<file path="config.mk">
export PLATFORM = sky130hd
export DESIGN_NAME = ci_window_loader
export DESIGN_NICKNAME = d
export VERILOG_FILES = /design/src/rtl/ci_pkg.sv /design/src/rtl/ci_window_loader.sv
export SDC_FILE = /design/constraint.sdc
export NUM_CORES = 1
export LEC_CHECK = 0
export CAP_MARGIN = 20
export CELL_PAD_IN_SITES_DETAIL_PLACEMENT = 1
export CELL_PAD_IN_SITES_GLOBAL_PLACEMENT = 1
export CORE_ASPECT_RATIO = 1.2
export CORE_MARGIN = 2
export CORE_UTILIZATION = 46
export DETAILED_ROUTE_END_ITERATION = 7
export DONT_BUFFER_PORTS = 1
export PLACE_DENSITY = 0.71
export SYNTH_ARGS = -nofsm -noshare
export SYNTH_HDL_FRONTEND = slang
export SYNTH_SLANG_ARGS = --single-unit
</file>
<file path="constraint.sdc">
create_clock -name i_clk -period 7.5 [get_ports i_clk]
set_input_delay 1.5 -clock i_clk [delete_from_list [all_inputs] [get_ports i_clk]]
set_output_delay 1.5 -clock i_clk [all_outputs]
set_load 0.05 [all_outputs]
</file>
<file path="src/rtl/ci_pkg.sv">
// Shared constants and FSM state type for the CI window loader.
package ci_pkg;

  localparam int CI_WIDTH = 8;
  localparam int CI_SIZE  = 25;

  typedef enum logic {
    FILL = 1'b0,
    HOLD = 1'b1
  } ci_state_e;

endpackage

</file>
<file path="src/rtl/ci_window_loader.sv">
// Collects SIZE pixels into a window, presents it until the consumer takes it.
// Optional running window sum is enabled by defining CI_WIN_SUM_EN.
module ci_window_loader
  import ci_pkg::*;
#(
  parameter int  WIDTH = CI_WIDTH,
  parameter int  SIZE  = CI_SIZE,
  localparam int IDX_W = (SIZE > 1) ? $clog2(SIZE) : 1,
  localparam int SUM_W = WIDTH + IDX_W
) (
  input  logic             i_clk,
  input  logic             i_reset,
  input  logic             i_clear,
  input  logic             i_din_valid,
  input  logic [WIDTH-1:0] i_din,
  output logic             o_din_ready,
  output logic             o_win_valid,
  input  logic             i_win_ready,
  output logic [WIDTH-1:0] o_win [SIZE],
  output logic [IDX_W-1:0] o_index
`ifdef CI_WIN_SUM_EN
  ,
  output logic [SUM_W-1:0] o_win_sum
`endif
);

  ci_state_e        state_q, state_d;
  logic [IDX_W-1:0] index_q, index_d;
  logic [WIDTH-1:0] win_q [SIZE];

  logic accept;
  logic last_elem;

  // Clear overrides any accept or handshake happening in the same cycle.
  assign accept    = i_din_valid && (state_q == FILL) && !i_clear;
  assign last_elem = (index_q == IDX_W'(SIZE - 1));

  always_ff @(posedge i_clk or posedge i_reset) begin
    if (i_reset) begin
      state_q <= FILL;
    end else begin
      state_q <= state_d;
    end
  end

  always_comb begin
    state_d = state_q;
    if (i_clear) begin
      state_d = FILL;
    end else begin
      case (state_q)
        FILL:    if (accept && last_elem) state_d = HOLD;
        HOLD:    if (i_win_ready)         state_d = FILL;
        default:                          state_d = FILL;
      endcase
    end
  end

  always_comb begin
    o_din_ready = 1'b0;
    o_win_valid = 1'b0;
    case (state_q)
      FILL:    o_din_ready = 1'b1;
      HOLD:    o_win_valid = 1'b1;
      default: o_din_ready = 1'b0;
    endcase
  end

  always_comb begin
    index_d = index_q;
    if (i_clear) begin
      index_d = '0;
    end else if (accept) begin
      index_d = last_elem ? '0 : index_q + IDX_W'(1);
    end
  end

  always_ff @(posedge i_clk or posedge i_reset) begin
    if (i_reset) begin
      index_q <= '0;
    end else begin
      index_q <= index_d;
    end
  end

  // Storage is never wiped by clear or by the handshake; new pixels overwrite it.
  always_ff @(posedge i_clk or posedge i_reset) begin
    if (i_reset) begin
      for (int i = 0; i < SIZE; i++) begin
        win_q[i] <= '0;
      end
    end else if (accept) begin
      win_q[index_q] <= i_din;
    end
  end

  assign o_win   = win_q;
  assign o_index = index_q;

`ifdef CI_WIN_SUM_EN
  logic [SUM_W-1:0] sum_q;

  // The first pixel of a window restarts the sum, so a clear needs no extra handling.
  always_ff @(posedge i_clk or posedge i_reset) begin
    if (i_reset) begin
      sum_q <= '0;
    end else if (accept) begin
      sum_q <= (index_q == '0) ? SUM_W'(i_din) : sum_q + SUM_W'(i_din);
    end
  end

  assign o_win_sum = sum_q;
`endif

endmodule

</file>
-- After elaboration in Yosys (flattened, before gate mapping)
Cells that the tools add are included.
- bits in registers: 206
- input port bits: 13
- output and inout port bits: 207
- $add $sub $neg: 1
- magnitude comparators: 2
- equal/unequal tests: 1
- multiplexer cells: 12
- bitwise logic cells: 2
- reductions and logical operators: 6
- operators by type and width (kind ; count):
    $bwmux W200 ; 1
    $demux W8 S5 ; 1
    $mux W5 ; 3
    $mux W8 ; 1
    $ge A6 B6 Y1 const B ; 1
    $lt A6 B1 Y1 const B ; 1
    $not A5 Y6 ; 1
    $add A5 B1 Y5 const B ; 1
    $eq A5 B5 Y1 const B ; 1
    $mux W1 ; 5
    $logic_and A1 B1 Y1 ; 4
    $pmux W1 S2 ; 1
    $reduce_bool A2 Y1 ; 1
    $logic_not A1 Y1 ; 1
    $not A1 Y1 ; 1

-- Depth between registers and ports, before layout
- word-level depth: 7
- depth in mapped cells: 7
- gate-level depth less buffers: 5

-- Least setup slack after synthesis
No wires, ideal clock.
- path type: input to register
- start point: input port i_clear
- end point: register win_q (netlist bit o_win[129])
- arrival: 2.585 ns
- setup slack: 4.788 ns
- stages on the path: 5
- cells stage by stage: clkbuf_8 -> and4bb_2 -> clkbuf_1 -> nand2_2 -> mux2_1
- longest elaborated chain between the ends: 2
- ends and longest elaborated chain (element ; line ; RTL):
    start: declaration ; ci_window_loader.sv:13 ; input logic i_clear,
    $logic_not A1 Y1 ; ci_window_loader.sv:35 ; assign accept = i_din_valid && (state_q == FILL) && !i_clear;
    $logic_and A1 B1 Y1 ; ci_window_loader.sv:35 ;
    end signal: indexed assignment ; ci_window_loader.sv:93 ; win_q[index_q] <= i_din;
    end: declaration ; ci_window_loader.sv:29 ; logic [WIDTH-1:0] win_q [SIZE];
No other way between the ends.
A chain may end at the register's enable or synchronous reset.

-- Final worst setup path
- start point: register state_q
- end point: output port o_din_ready
- longest elaborated chain between the ends: 1
- ends and longest elaborated chain (element ; line ; RTL):
    start: declaration ; ci_window_loader.sv:27 ; ci_state_e state_q, state_d;
    start signal: assignment ; ci_window_loader.sv:42 ; state_q <= state_d;
    $mux W1 ; ci_window_loader.sv:62 ; case (state_q)
    end: declaration ; ci_window_loader.sv:16 ; output logic o_din_ready,
No other way between the ends.

==> run_results.csv <==
group,metric,value,unit
global_routing,grt_pass1_wl,30.1,mm
synthesis,avgSynthCellArea,16.1,sq um
final_layout,multiInputGateArea,2790,sq um
floorplanning,io-pin-count,220,
global_routing,grt_pass1_vias,4723,
place,dpl.hpwl,12.9,mm
final_layout,final_core_util,51.6,%
clocking,post_cts_buffers,0,
global_routing,grt_usage,20.9,%
place,port_buffers,0,
worst_setup_path,start_kind,"register",
synthesis,netlist_area,8120,sq um
worst_setup_path,startpoint,"state_q",
clocking,h-tree-depth,1,
synthesis,syn_inst,504,
pwr,p_int,1840,uW
place,place_congestion,0.749,
pwr,sw_frac_of_total,28.0,%
pwr,powerDensity,286,nW/um^2
pwr,ir_worst_vdd,0.143,mV
detailed_routing,drc,0,
place,dp_worst_setup_slack,4.29,ns
min_path,hold_class,"reg2reg",
detailed_routing,drtIter0Drc,140,
synthesis,synth_edf_count,0,
worst_setup_path,critPathTopFamily,"flip-flops",
worst_setup_path,endpoint_kind,"primary output",
worst_setup_path,cp_data_arrival_time,1.73,ns
global_routing,grt_max_degree,125,
status,status,"finished, final reports clean",
floorplanning,die_w,125,microns
synthesis,synth_nets,521,
clocking,cts_tree,"yes",
pwr,seqPwrFrac,55.4,%
synthesis,yosys.area.top_type,"dfrtp_1",
clocking,cts_buffers,21,
worst_setup_path,critPathMaxFanout,10,
worst_setup_path,crit_type,"reg2out",
synthesis,post-synth-top-area-fraction,63.5,%
final_layout,final_nets,516,
synthesis,yosysMostFrequentCell,"dfrtp_1",
clocking,clk_path_buf_depth,3,
sta,worst_clock_skew,0.00578,ns
sta,hold_violations,0,
global_routing,antenna_found_initial,0,
worst_setup_path,slowest_delay,0.78,ns
floorplanning,dieArea,18700,sq um
floorplanning,die_h,150,microns
sta,setup_tns,0,ns
worst_setup_path,crit_chain,"inv_1",
detailed_routing,viasPerCell,5.77,
final_layout,regArea,5150,sq um
pwr,power_switching,718,uW
clocking,postCtsResizedCells,0,
sta,final-setup-viol-count,0,
floorplanning,rows,53,
sta,rsz0062_at_grt,"false",
sta,relSlewSlack,32.3,%
sta,setup_ws,4.27,ns
final_layout,syn_to_final_growth,10.4,%
pwr,p_leak,0.00453,uW
pwr,combPwrFrac,3.5,%
sta,clock.fmax,310,MHz
global_routing,grt_overflow,0,
synthesis,synthArstFlopShare,100,%
final_layout,nFillCells,1625,
synthesis,ys.flop_type,"dfrtp_1",
detailed_routing,routedWlPerCell,26.9,microns
run,maxCapViolCount,0,
pwr,p_clk_share,41.1,%
detailed_routing,drt-total-wl,19.7,mm
floorplanning,core-area,17400,sq um
clocking,cts.hold.buffers_added,0,
detailed_routing,drtPass1Iterations,4,
floorplanning,start_util,46.7,%
final_layout,drive_gt1_share,49.1,%
synthesis,yosys-top-cells-area,"dfrtp_1 (64%), mux2_2 (25%), mux2_1 (1.5%)",
clocking,path_clk_slew,0.06,ns
synthesis,synth-seq-cells,206,
synthesis,yosysWarningCount,0,
clocking,clkLatencyLatePin,0.49,ns
min_path,hp-start,"o_win[133]",
detailed_routing,vias,4232,
worst_setup_path,required,6.00,ns
worst_setup_path,critPathBufInv,1,
clocking,cts-root-buf,"clkbuf_16",
final_layout,antenna_cells,0,
synthesis,synth_commonest_cells,"dfrtp_1 (206), mux2_2 (182), clkbuf_1 (18), mux2_1 (11), nand2_2 (10)",
sta,drv_slew,0,
worst_setup_path,slowest_stage,"dfrtp_1",
sta,finalCriticalPeriod,3.23,ns
sta,fin_crit_sh,43.0,%
clocking,clkSinkCount,206,
detailed_routing,antenna_left,0,
sta,worst-slew-pin-transition,1.01,ns
synthesis,synth_cell_types,36,
synthesis,ys_seq_area_share,63.5,%
worst_setup_path,reg2reg_from,"o_index[1]",
[power groups by stage]
stage               sequential (uW)  clock (uW)  combinational, uW
floorplan                      1420           0               86.7
global placement               1440           0               84.9
detailed placement             1440           0               92.7
CTS                            1420        1080               92.9
global route                   1430        1130                101
finish                         1420        1050               89.8
[cell families (layout without fill, tap and decap cells)]
| logic type | count (synthesis) | after routing | share of synthesized area (%) |
|---|---|---|---|
| adders and majority gates | 4 | 4 | 0.617 |
| muxes | 201 | 201 | 28.3 |
| DFF | 206 | 206 | 63.5 |
| AOI/OAI and AO/OA | 7 | 7 | 0.540 |
| and+or+nand+nor | 51 | 51 | 4.96 |
| buffers and inverters | 35 | 44 | 2.11 |
[area by class of cell]
type	count	share of cell area, %
clock buffer	29	6.76
clock inverter	8	1.08
inverter	6	0.335
multi-input combinational	263	31.1
sequential	206	57.5
tap	220	3.07
timing repair buffer	1	0.0838
[placed cells by master (no fill, tap or decap), types with 3 or more instances in the layout]
master / instances
clkbuf_16: 21
nor2_2: 4
dfrtp_1: 206
nand2_2: 10
clkbuf_1: 3
nand2_1: 9
nand3_1: 5
clkbuf_8: 5
clkinv_2: 4
inv_1: 5
and4bb_2: 4
mux2_4: 8
nor2b_1: 3
mux2_2: 182
mux2_1: 11
a21oi_1: 3
ha_1: 4
[state kept, by name, summed over array words and instances, names as in the netlist]
name and count:
o_win 200, o_index 5, state_q 1
[metrics by stage]
| step | hold WS (ns) | power (uW) | cell area [sq um] | instances |
|---|---|---|---|---|
| floorplan | 0.795 | 1510 | 8120 | 504 |
| detailed placement | 0.855 | 1530 | 8260 | 696 |
| global placement | 0.852 | 1520 | 8260 | 696 |
| CTS | 0.874 | 2600 | 8960 | 733 |
| global route | 0.882 | 2660 | 8960 | 733 |
| finish | 0.874 | 2560 | 8960 | 733 |
[final timing paths]
kind,cells past startpoint,to,slack (ns)
min reg2reg,1,o_win[133],0.87
max in group asynchronous,2,o_win[115],4.87
max reg2reg,4,o_win[77],4.86
max,1,o_din_ready,4.27
min,1,o_win[133],0.87
min in group asynchronous,1,o_win[58],1.01
[routing by layer]
layer	GRT usage, %	share of wire, %	vias up
li1	-	-	1759
met1	24.0	37	2275
met2	36.4	51	175
met3	9.62	11	23
met4	3.78	1.0	0
met5	0	0	-
Power figures use the tool's default switching activity.
==> RTL change, RTL diff (same flow settings) <==
Set the package constant `CI_WIDTH` to 12 (it was 8).
--- a/src/rtl/ci_pkg.sv
+++ b/src/rtl/ci_pkg.sv
@@ -1,7 +1,7 @@
 // Shared constants and FSM state type for the CI window loader.
 package ci_pkg;
 
-  localparam int CI_WIDTH = 8;
+  localparam int CI_WIDTH = 12;
   localparam int CI_SIZE  = 25;
 
   typedef enum logic {
Interface: changed (resized i_din and o_win); port bits go from 220 to 324. The function was not compared with the original's and may differ.
==> RTL change against the unedited design <==
- clock skew rose by 1.3 ps
- wire length rose by 53%
- sequential power rose by 54%
- total power rose by 50%
- area after synthesis rose by 45%
- synthesized cell count rose by 44%
- sequential cell count rose by 100
- design area rose by 45%
- setup slack improved by 2.0 ps
- first-iteration DRC count rose by 11%
- combinational power rose by 59%
- largest power group unchanged
==> RTL change: results (changes against the unedited design) <==
| Metric | Value |
|---|---|
| Outcome | complete, no violations (unchanged) |
| End of the worst register-to-register path | o_win[26] (was o_win[77]) |
| DPL Wire Length | 21000 µm (was 12900 µm) |
| Fmax | 0.310 GHz (about the same) |
| Vias/cell | 5.68 (was 5.77) |
| Unique masters post-synth | 29 (was 36) |
| GR Util All Layers | 21.9% (was 20.9%) |
| Max reg flops | 300 (was 200) |
| Total Nets Final | 732 (was 516) |
| 1st-iter DRT viols | 156 (was 140) |
| Latest clock arrival within the worst-skew pair | 530 ps (was 490 ps) |
| Initial Util | 46.5% (was 46.7%) |
| Cell total after placement | 1010 (was 696) |
| Largest net degree at the start of global routing | 157 (was 125) |
| Wire per inst | 28.4 µm (was 26.9 µm) |
| Worst-Margin Slew | 970 ps (was 1010 ps) |
| Post-synthesis sequential area ratio | 65.0% (was 63.5%) |
| Vias in the first global route | 6819 (was 4723) |
| Global-route wire length before repair | 44100 µm (was 30100 µm) |
| Worst Hold Launch | o_win[109] (was o_win[133]) |
| Reg2reg setup slack | 4820 ps (was 4860 ps) |
| Layout cells sized above 1 | 49.2% (was 49.1%) |
| Placer Congestion | 0.848 (was 0.749) |
| Crit path largest cell delay | 750 ps (was 780 ps) |
| Most frequent cells after synthesis | dfrtp_1 (306), mux2_2 (299), clkbuf_1 (24), buf_2 (23), nand2_1 (20) (was dfrtp_1 (206), mux2_2 (182), clkbuf_1 (18), mux2_1 (11), nand2_2 (10)) |
| Synth Area per Inst | 16.2 µm² (was 16.1 µm²) |
| Hold path endpoint | o_win[109] (was o_win[133]) |
| CTS Buf Count | 29 (was 21) |
| Peak supply drop | 0.000186 V (was 0.000143 V) |
| Vias | 6024 (was 4232) |
==> RTL change: area by class of cell <==
class                           count  area (µm²)
Clock buffer                       38         800
Clock inverter                     13         196
Fill cell                        2347       12300
Inverter                            5        22.5
Multi-Input combinational cell    363        3840
Sequential cell                   306        7660
Tap cell                          330         413
Timing Repair Buffer                6        57.6
==> RTL change: per-layer routing <==
metal	global-route usage, %	up-vias	part of all wire [%]
met5	0	-	0
met4	5.46	0	1.9
met3	9.87	32	12
met2	39.2	238	52
met1	23.6	3240	35
li1	-	2514	-
==> RTL change: report_power, final <==
part	total, µW	internal (µW)	switching [µW]
Clock	1520	919	597
Combinational	143	77.4	65.2
Sequential	2180	1740	440
Total	3840	2740	1100
==> RTL change: logic make-up after synthesis <==
group / after synthesis / synth area share, %
fa+ha+maj: 4 / 0.425
mux: 300 / 28.7
compound gates: 7 / 0.329
buf+inv: 59 / 2.38
flops: 306 / 65.0
simple gates: 52 / 3.14
